$ cat src/rtl/chdr_pkg.sv
// CHDR header field positions, arbiter state encodings and length helpers.
// Latency: n/a (constants and a pure function only).
// Backpressure: n/a.
package chdr_pkg;

  // CHDR header word field positions
  localparam int LEN_MSB      = 47;
  localparam int LEN_LSB      = 32;
  localparam int HAS_TIME_BIT = 61;
  localparam int EOB_BIT      = 60;

  // Arbiter FSM encodings
  localparam logic [1:0] ST_IDLE = 2'd0;
  localparam logic [1:0] ST_HEAD = 2'd1;
  localparam logic [1:0] ST_BODY = 2'd2;

  // Number of 64-bit beats implied by a byte length. Done in 17 bits so a
  // length near 0xFFFF cannot wrap when rounding up.
  function automatic logic [16:0] len_to_beats(input logic [15:0] len);
    return ({1'b0, len} + 17'd7) >> 3;
  endfunction

endpackage

$ cat src/rtl/chdr_rr_pick.sv
// Rotating-mask priority encoder choosing one requester.
// Latency: combinational.
// Backpressure: none; purely a function of req and ptr.
//
// Ports:
//   req      requests, one bit per input
//   ptr      round-robin start index (ignored when PRIO=1)
//   gnt_idx  chosen index (0 when nothing requests)
//   gnt_vld  any request present
module chdr_rr_pick #(
  parameter  int N    = 4,
  parameter  int PRIO = 0,
  localparam int IW   = $clog2(N)
) (
  input  logic [N-1:0]  req,
  input  logic [IW-1:0] ptr,
  output logic [IW-1:0] gnt_idx,
  output logic          gnt_vld
);

  logic found;

  always_comb begin
    gnt_vld = |req;
    gnt_idx = '0;
    found   = 1'b0;
    // Round-robin: lowest request at or above ptr. Scanning downward and
    // overwriting leaves the lowest matching index in gnt_idx.
    if (PRIO == 0) begin
      for (int i = N - 1; i >= 0; i--) begin
        if (req[i] && (i >= int'(ptr))) begin
          gnt_idx = IW'(i);
          found   = 1'b1;
        end
      end
    end
    // Nothing at/above ptr (or fixed priority): wrap to the lowest request.
    if (!found) begin
      for (int i = N - 1; i >= 0; i--) begin
        if (req[i]) gnt_idx = IW'(i);
      end
    end
  end

endmodule

$ cat src/rtl/chdr_pkt_arbiter.sv
// Packet-atomic arbiter merging NUM_INPUTS CHDR streams onto one 64-bit output.
// Latency: data path is combinational pass-through; one idle cycle per packet for the grant decision.
// Backpressure: o_tready goes straight to the granted input's i_tready; all other inputs held unready.
//
// Ports:
//   clk, reset, clear          clock, sync active-high reset, sync soft clear (same effect)
//   i_tdata/i_tlast/i_tvalid   per-input streams, port k data at [64k+63:64k]
//   i_tready                   per-input ready
//   o_tdata/o_tlast/o_tvalid   merged output stream, o_tready from downstream
//   o_grant_idx, o_busy        current/last grant, packet in progress
//   o_len_err                  1-cycle pulse after a packet whose beat count disagrees with its length
//   o_pkt_count                packets forwarded, wrapping
module chdr_pkt_arbiter
  import chdr_pkg::*;
#(
  parameter  int NUM_INPUTS = 4,
  parameter  int PRIO       = 0,
  localparam int IDX_W      = $clog2(NUM_INPUTS)
) (
  input  logic                     clk,
  input  logic                     reset,
  input  logic                     clear,
  input  logic [64*NUM_INPUTS-1:0] i_tdata,
  input  logic [NUM_INPUTS-1:0]    i_tlast,
  input  logic [NUM_INPUTS-1:0]    i_tvalid,
  output logic [NUM_INPUTS-1:0]    i_tready,
  output logic [63:0]              o_tdata,
  output logic                     o_tlast,
  output logic                     o_tvalid,
  input  logic                     o_tready,
  output logic [IDX_W-1:0]         o_grant_idx,
  output logic                     o_busy,
  output logic                     o_len_err,
  output logic [31:0]              o_pkt_count
);

  logic [1:0]       state;
  logic [IDX_W-1:0] grant;
  logic [IDX_W-1:0] ptr;
  logic [15:0]      len_q;
  logic [15:0]      beats_q;

  logic [IDX_W-1:0] pick_idx;
  logic             pick_vld;
  logic             busy;
  logic             beat;
  logic [15:0]      cur_len;
  logic [15:0]      cur_beats;
  logic             pkt_bad;

  chdr_rr_pick #(
    .N    (NUM_INPUTS),
    .PRIO (PRIO)
  ) u_pick (
    .req     (i_tvalid),
    .ptr     (ptr),
    .gnt_idx (pick_idx),
    .gnt_vld (pick_vld)
  );

  assign busy = (state != ST_IDLE);

  always_comb begin
    o_tdata  = i_tdata[64*int'(grant) +: 64];
    o_tlast  = busy & i_tlast[grant];
    o_tvalid = busy & i_tvalid[grant];
    i_tready = '0;
    if (busy) i_tready[grant] = o_tready;
  end

  assign beat = o_tvalid & o_tready;

  // On the header beat the length comes straight off the bus and the count
  // starts at 1; afterwards use the captured length and a saturating count.
  assign cur_len   = (state == ST_HEAD) ? o_tdata[LEN_MSB:LEN_LSB] : len_q;
  assign cur_beats = (state == ST_HEAD) ? 16'd1 :
                     (beats_q == 16'hFFFF) ? beats_q : beats_q + 16'd1;
  assign pkt_bad   = ({1'b0, cur_beats} != len_to_beats(cur_len)) || (cur_len < 16'd8);

  always_ff @(posedge clk) begin
    if (reset || clear) begin
      state       <= ST_IDLE;
      grant       <= '0;
      ptr         <= '0;
      len_q       <= '0;
      beats_q     <= '0;
      o_len_err   <= 1'b0;
      o_pkt_count <= '0;
    end else begin
      o_len_err <= 1'b0;
      case (state)
        ST_IDLE: begin
          if (pick_vld) begin
            grant <= pick_idx;
            state <= ST_HEAD;
          end
        end
        ST_HEAD, ST_BODY: begin
          if (beat) begin
            len_q   <= cur_len;
            beats_q <= cur_beats;
            if (o_tlast) begin
              o_len_err   <= pkt_bad;
              o_pkt_count <= o_pkt_count + 32'd1;
              ptr         <= (grant == IDX_W'(NUM_INPUTS - 1)) ? '0 : grant + 1'b1;
              state       <= ST_IDLE;
            end else begin
              state <= ST_BODY;
            end
          end
        end
        default: state <= ST_IDLE;
      endcase
    end
  end

  assign o_grant_idx = grant;
  assign o_busy      = busy;

endmodule

$ cat config.mk
export PLATFORM = sky130hd
export DESIGN_NAME = chdr_pkt_arbiter
export DESIGN_NICKNAME = d
export VERILOG_FILES = /design/src/rtl/chdr_pkg.sv /design/src/rtl/chdr_rr_pick.sv /design/src/rtl/chdr_pkt_arbiter.sv
export SDC_FILE = /design/constraint.sdc
export NUM_CORES = 1
export LEC_CHECK = 0
export ABC_CLOCK_PERIOD_IN_PS = 4400
export CORE_AREA = 2 2 146 148
export CTS_BUF_LIST = sky130_fd_sc_hd__clkbuf_16
export CTS_CLUSTER_SIZE = 12
export DETAILED_ROUTE_END_ITERATION = 12
export DIE_AREA = 0 0 148 150
export GPL_ROUTABILITY_DRIVEN = 0
export HOLD_SLACK_MARGIN = 0.06
export PLACE_DENSITY = 0.64
export REMOVE_ABC_BUFFERS = 1
export SKIP_CTS_REPAIR_TIMING = 1
export SLEW_MARGIN = 15
export SYNTH_ARGS = -nofsm -noshare
export SYNTH_HDL_FRONTEND = slang
export SYNTH_HIERARCHICAL = 1
export SYNTH_SLANG_ARGS = --single-unit
$ cat constraint.sdc
create_clock -name clk -period 4.4 [get_ports clk]
set_input_delay 0.88 -clock clk [delete_from_list [all_inputs] [get_ports clk]]
set_output_delay 0.88 -clock clk [all_outputs]
set_load 0.01 [all_outputs]
**Yosys cells after proc, flatten, opt, wreduce, memory -nomap -nowiden**

Cells that the tools add are included.
W data, S select, Z words.

- Add/subtract/negate cells: 4
- Shift-type cells: 1
- Multiplexer cells: 28
- Bitwise operators: 7
- Reductions and logical operators: 15
- Eq/ne operators: 7
- Order comparisons: 6
- Divide/modulo/power cells: 0
- Multipliers: 0

Operators with widths:

| operator | count |
|---|---|
| $shiftx A256 B9 Y64 | 1 |
| $mux W16 | 3 |
| $add A32 B1 Y32 const B | 1 |
| $mux W2 | 13 |
| $add A16 B3 Y17 const B | 1 |
| $add A16 B1 Y16 const B | 1 |
| $eq A16 B16 Y1 const B | 1 |
| $lt A16 B4 Y1 const B | 1 |
| $ne A16 B14 Y1 | 1 |
| $reduce_or A4 Y1 | 2 |
| $mux W1 | 7 |
| $reduce_and A2 Y1 | 3 |
| $and A4 B4 Y4 | 1 |
| $bmux W1 S2 | 2 |
| $eq A2 B2 Y1 const B | 2 |
| $ge A1 B2 Y1 const A | 2 |
| $logic_and A1 B1 Y1 | 4 |
| $mux W4 | 1 |
| $ne A2 B2 Y1 const B | 2 |
| $pmux W2 S2 | 1 |
| $and A1 B1 Y1 | 3 |
| $lt A2 B3 Y1 const B | 1 |
| $not A1 Y1 | 3 |
| $reduce_and A3 Y1 | 1 |
| 9 further kinds | 10 |

- Latch bits: 0
- Bits in writable memories: 0
- Memory bits (read-only): 0
- Input port bits: 268
- Output and inout port bits: 106
- Memories: 0
- Register bits after elaboration: 71

**Logic depth before layout (Yosys ltp)**

- Depth after elaboration: 10
- Depth in mapped cells: 13
- Depth with buffers taken out: 11

**By module**

Netlist, hierarchy kept.

By module, submodules not included:

| module | instances | cells an instance | area each (µm²) | sequential area each (µm²) |
|---|---|---|---|---|
| chdr_pkt_arbiter | 1 | 625 | 5933.2 | 1421.4 |
| chdr_rr_pick | 1 | 12 | 77.6 | 0.0 |

**Least setup slack after synthesis**

Ideal clock, no wire load.

- Path type: input -> register
- From: input i_tdata[97]
- To: register o_len_err
- Stages: 8
- Setup time: 0.130 ns
- Setup slack: 1.324 ns
- Data arrival time: 2.946 ns
- Path buffers: 0
- Data required time: 4.270 ns
- Path through: mux4_1 a2111oi_4 nor4_4 a21boi_0 a2bb2oi_1 o21ai_0 a2111oi_2 a211oi_1

- Cells in the longest elaborated chain, start to end: 5
- Elaborated cells on any way between the ends: 6

RTL lines:

| element | RTL line | source |
|---|---|---|
| start: declaration | chdr_pkt_arbiter.sv:23 | `input logic [64*NUM_INPUTS-1:0] i_tdata,` |
| $shiftx A256 B9 Y64 * | chdr_pkt_arbiter.sv:64 | `o_tdata = i_tdata[64*int'(grant) +: 64];` |
| $mux W16 * | chdr_pkt_arbiter.sv:75 | `assign cur_len = (state == ST_HEAD) ? o_tdata[LEN_MSB:LEN_LSB] : len_q;` |
| $add A16 B3 Y17 | chdr_pkg.sv:20 | `return ({1'b0, len} + 17'd7) >> 3;` |
| $ne A16 B14 Y1 | chdr_pkt_arbiter.sv:78 | `assign pkt_bad = ({1'b0, cur_beats} != len_to_beats(cur_len)) \|\| (cur_len < 16'd8);` |
| $logic_or A1 B1 Y1 * | chdr_pkt_arbiter.sv:78 |  |
| end signal: assignment | chdr_pkt_arbiter.sv:103 | `o_len_err <= pkt_bad;` |
| end: declaration | chdr_pkt_arbiter.sv:33 | `output logic o_len_err,` |

Every way passes the cells marked *; elsewhere a longest branch is shown, timed or not.
A chain may end at the register's enable or synchronous reset.

**Worst setup path in the final report**

- From: register grant[0] (netlist: o_grant_idx[0])
- To: output o_tdata[60]

- Cells in the longest elaborated chain, start to end: 1

RTL lines:

| element | RTL line | source |
|---|---|---|
| start: declaration | chdr_pkt_arbiter.sv:38 | `logic [IDX_W-1:0] grant;` |
| start signal: assignment | chdr_pkt_arbiter.sv:94 | `grant <= pick_idx;` |
| $shiftx A256 B9 Y64 | chdr_pkt_arbiter.sv:64 |  |
| end: declaration | chdr_pkt_arbiter.sv:27 | `output logic [63:0] o_tdata,` |

No other way between the ends.

==> impl_results.md <==
* Die area at 22200 um2
* CP arrival at 2.87 ns
* Area growth from synthesis to layout at 71.1%
* VDD IR max at 0.208 mV
* Tcrit/Tclk final at 0.853
* FFs w/ async S/R, synth at 0
* Final std cells w/o fill at 1270
* Top cells by area, synth: dfxtp_1, mux4_2, nor2_1, xor2_1, mux4_1
* Via count at 6570
* Final setup fails at 0
* Leakage at 0.00345 uW
* Setup crit end kind: output port
* Root buf cell: clkbuf_16
* Longest Clk Path Bufs at 2
* Initial antenna violation count at 2
* Pins over their slew limit at 0
* WP buf/inv at 3
* TritonCTS Buffers at 9
* Yosys warns at 6
* Share of the synthesized area in the top cell type at 0.236
* Least-Margin Pin Slew at 0.769 ns
* Dpl hpwl at 23000 um
* CP required at 3.52 ns
* Number of enable flip-flop cells after synthesis at 0
* Hold path depth at 2
* R2r worst-path depth at 9
* Fraction of layout cells with a size suffix above 1 at 0.107
* Crit path depth at 4
* Crit Path Class: reg2out
* Io pins at 374
* Post-synth cell types at 74
* Die span in y at 150 um
* Clock skew at 0.00453 ns
* Unrepaired setup endpoints after global routing: no
* Skew-Pair Late Insertion Delay at 0.34 ns
* Final setup TNS at 0 ns
* Num rows at 53
* IO buf count at 373
* Number of max-cap violations at 0
* Largest net degree at the start of global routing at 72
* Placed cells at 1251
* Drc violations at 0
* Remaining antenna violation count at 0
* Mapped cell area at 6010 um2
* Register bit total from synthesis at 71
* Final hold vios at 0
* Max Clk Rate at 266 MHz
* Initial Utilization at 0.291
* Grt total ovfl at 0
* Vias in the first global route at 6435
* GRT Util Overall at 0.243
* Nets at 1265
* CP Cell Sequence: buf_12 -> buf_4 -> mux4_2 -> clkdlybuf4s50_1
* Die W at 148 um
* H-tree depth at 3
* Clock sinks at 71
* WL final at 27900 um
* Largest stage delay on the critical path at 0.82 ns
* Max-slew headroom at 0.487
* Min-delay worst type: reg2reg
* Status: complete, no violations
* DR WL/cell at 21.9 um
* Critical path's top delay family: buffers and inverters
* Power per standard cell area at 204 nW/um2
* CTS tree: built
* Drt first pass iters at 5
* Worst-path maximum fanout at 40
* Slowest stage cell, crit path: dfxtp_4
* DR vias/cell at 5.17
* Sequential share of the synthesized area at 0.236
* Synth Instances at 637
* Startpoint types: flop
* Top FF cell, synth: dfxtp_1
* Initial DRC Count at 392
* Clock Pin Slew Worst Setup and Hold Paths at 0.06 ns
* Mean Syn Cell Area at 9.44 um2
* Area of the core at 20700 um2
* Synth area leader: dfxtp_1
* Global-route wire length before repair at 39800 um
* Tmin final at 3.75 ns
worst register-to-register path, stage by stage (launching register included):
cell and delay, ns:
dfxtp_4 0.82, buf_12 0.34, mux4_1 0.72, mux2i_1 0.40, and4_1 0.26, nand4_1 0.09, o31a_1 0.31, nand3_1 0.11
a2111oi_2 0.06, a211oi_1 0.22
power by group:
group	switching (uW)	leakage (uW)	total, uW	internal, uW
clock	277	0.000157	764	487
combinational	261	0.00272	676	415
sequential	12.8	0.000573	658	645
total	551	0.00345	2100	1550
worst paths after layout:
path,start,to,slack [ns]
worst max-delay path,o_grant_idx[0],o_tdata[60],0.65
worst min-delay path,len_q[0],len_q[0],0.45
worst min register to register,len_q[0],len_q[0],0.45
worst max register to register,o_grant_idx[0],o_len_err,0.98
cell families (layout without fill, tap and decap cells):
| family | Yosys count | after routing | share of synthesized area |
|---|---|---|---|
| DFF | 71 | 71 | 0.236 |
| other | 0 | 3 | 0 |
| muxes | 86 | 86 | 0.280 |
| adders and majority gates | 10 | 10 | 0.0208 |
| buffers and inverters | 58 | 413 | 0.0454 |
| AOI/OAI and AO/OA | 107 | 107 | 0.124 |
| xor gates and xnor gates | 48 | 48 | 0.0699 |
| and+or+nand+nor | 257 | 257 | 0.224 |
per-layer routing:
| metal | share of wire | track usage |
|---|---|---|
| met5 | 0 | 0 |
| met4 | 0.014 | 0.0538 |
| met1 | 0.43 | 0.306 |
| met3 | 0.12 | 0.126 |
| met2 | 0.44 | 0.373 |
registers in the layout, indices dropped and copies added (netlist names):
name and count:
o_len_err 1, state 2, ptr 2, beats_q 16, o_grant_idx 2, len_q 16
o_pkt_count 32
Yosys cell counts (4+ instances only):
cell type / instances
a211oi_1: 18
a21oi_1: 34
a22oi_1: 4
a31oi_1: 7
and2_1: 13
and3_1: 12
and4_1: 12
buf_1: 8
buf_2: 7
clkbuf_1: 23
dfxtp_1: 71
ha_1: 10
inv_1: 14
mux2_2: 10
mux2i_1: 12
mux4_1: 7
mux4_2: 53
nand2_1: 45
nand3_1: 35
nand3b_1: 4
nor2_1: 80
nor2b_1: 8
nor3_1: 12
nor3b_1: 4
nor4_1: 5
o21ai_0: 13
or3_1: 4
or4_1: 4
xnor2_1: 19
xor2_1: 29
through the flow:
step | total power (uW) | hold WS (ns) | setup WS [ns] | utilization | cell area [um2]
after global routing | 2180 | 0.478 | 0.485 | 0.497 | 10300
final | 2100 | 0.453 | 0.646 | 0.497 | 10300
after global placement | 1340 | 0.439 | 0.799 | 0.482 | 9970
after floorplan | 907 | 0.431 | -1.15 | - | 5790
after CTS | 2120 | 0.454 | 0.592 | 0.497 | 10300
after detailed placement | 1340 | 0.446 | 0.712 | 0.482 | 9970
cell type report:
| type | count | area, um2 |
|---|---|---|
| antenna | 3 | 7.51 |
| clock buffer | 9 | 225 |
| clock inverter | 7 | 80.1 |
| fill | 1926 | 10400 |
| inverter | 15 | 56.3 |
| multi-input combinational | 508 | 4320 |
| sequential | 71 | 1430 |
| tap | 275 | 344 |
| timing repair buffer | 382 | 3830 |
cells in the final DEF, fill, tap and decap left out, types with 5 or more instances in the layout:
cell	count
xor2_1	29
clkbuf_16	9
o21ai_0	13
clkdlybuf4s50_1	373
inv_1	16
nor2b_1	8
a211oi_1	18
mux4_1	7
a31oi_1	7
buf_4	7
a21oi_1	34
nand3_1	35
mux4_2	53
nor4_1	5
mux2i_1	12
and2_1	13
ha_1	9
nor2_1	80
and3_1	12
mux2_2	10
nor3_1	12
dfxtp_1	69
and4_1	12
xnor2_1	19
nand2_1	45
Note: power is estimated with default switching activity, not from simulation.
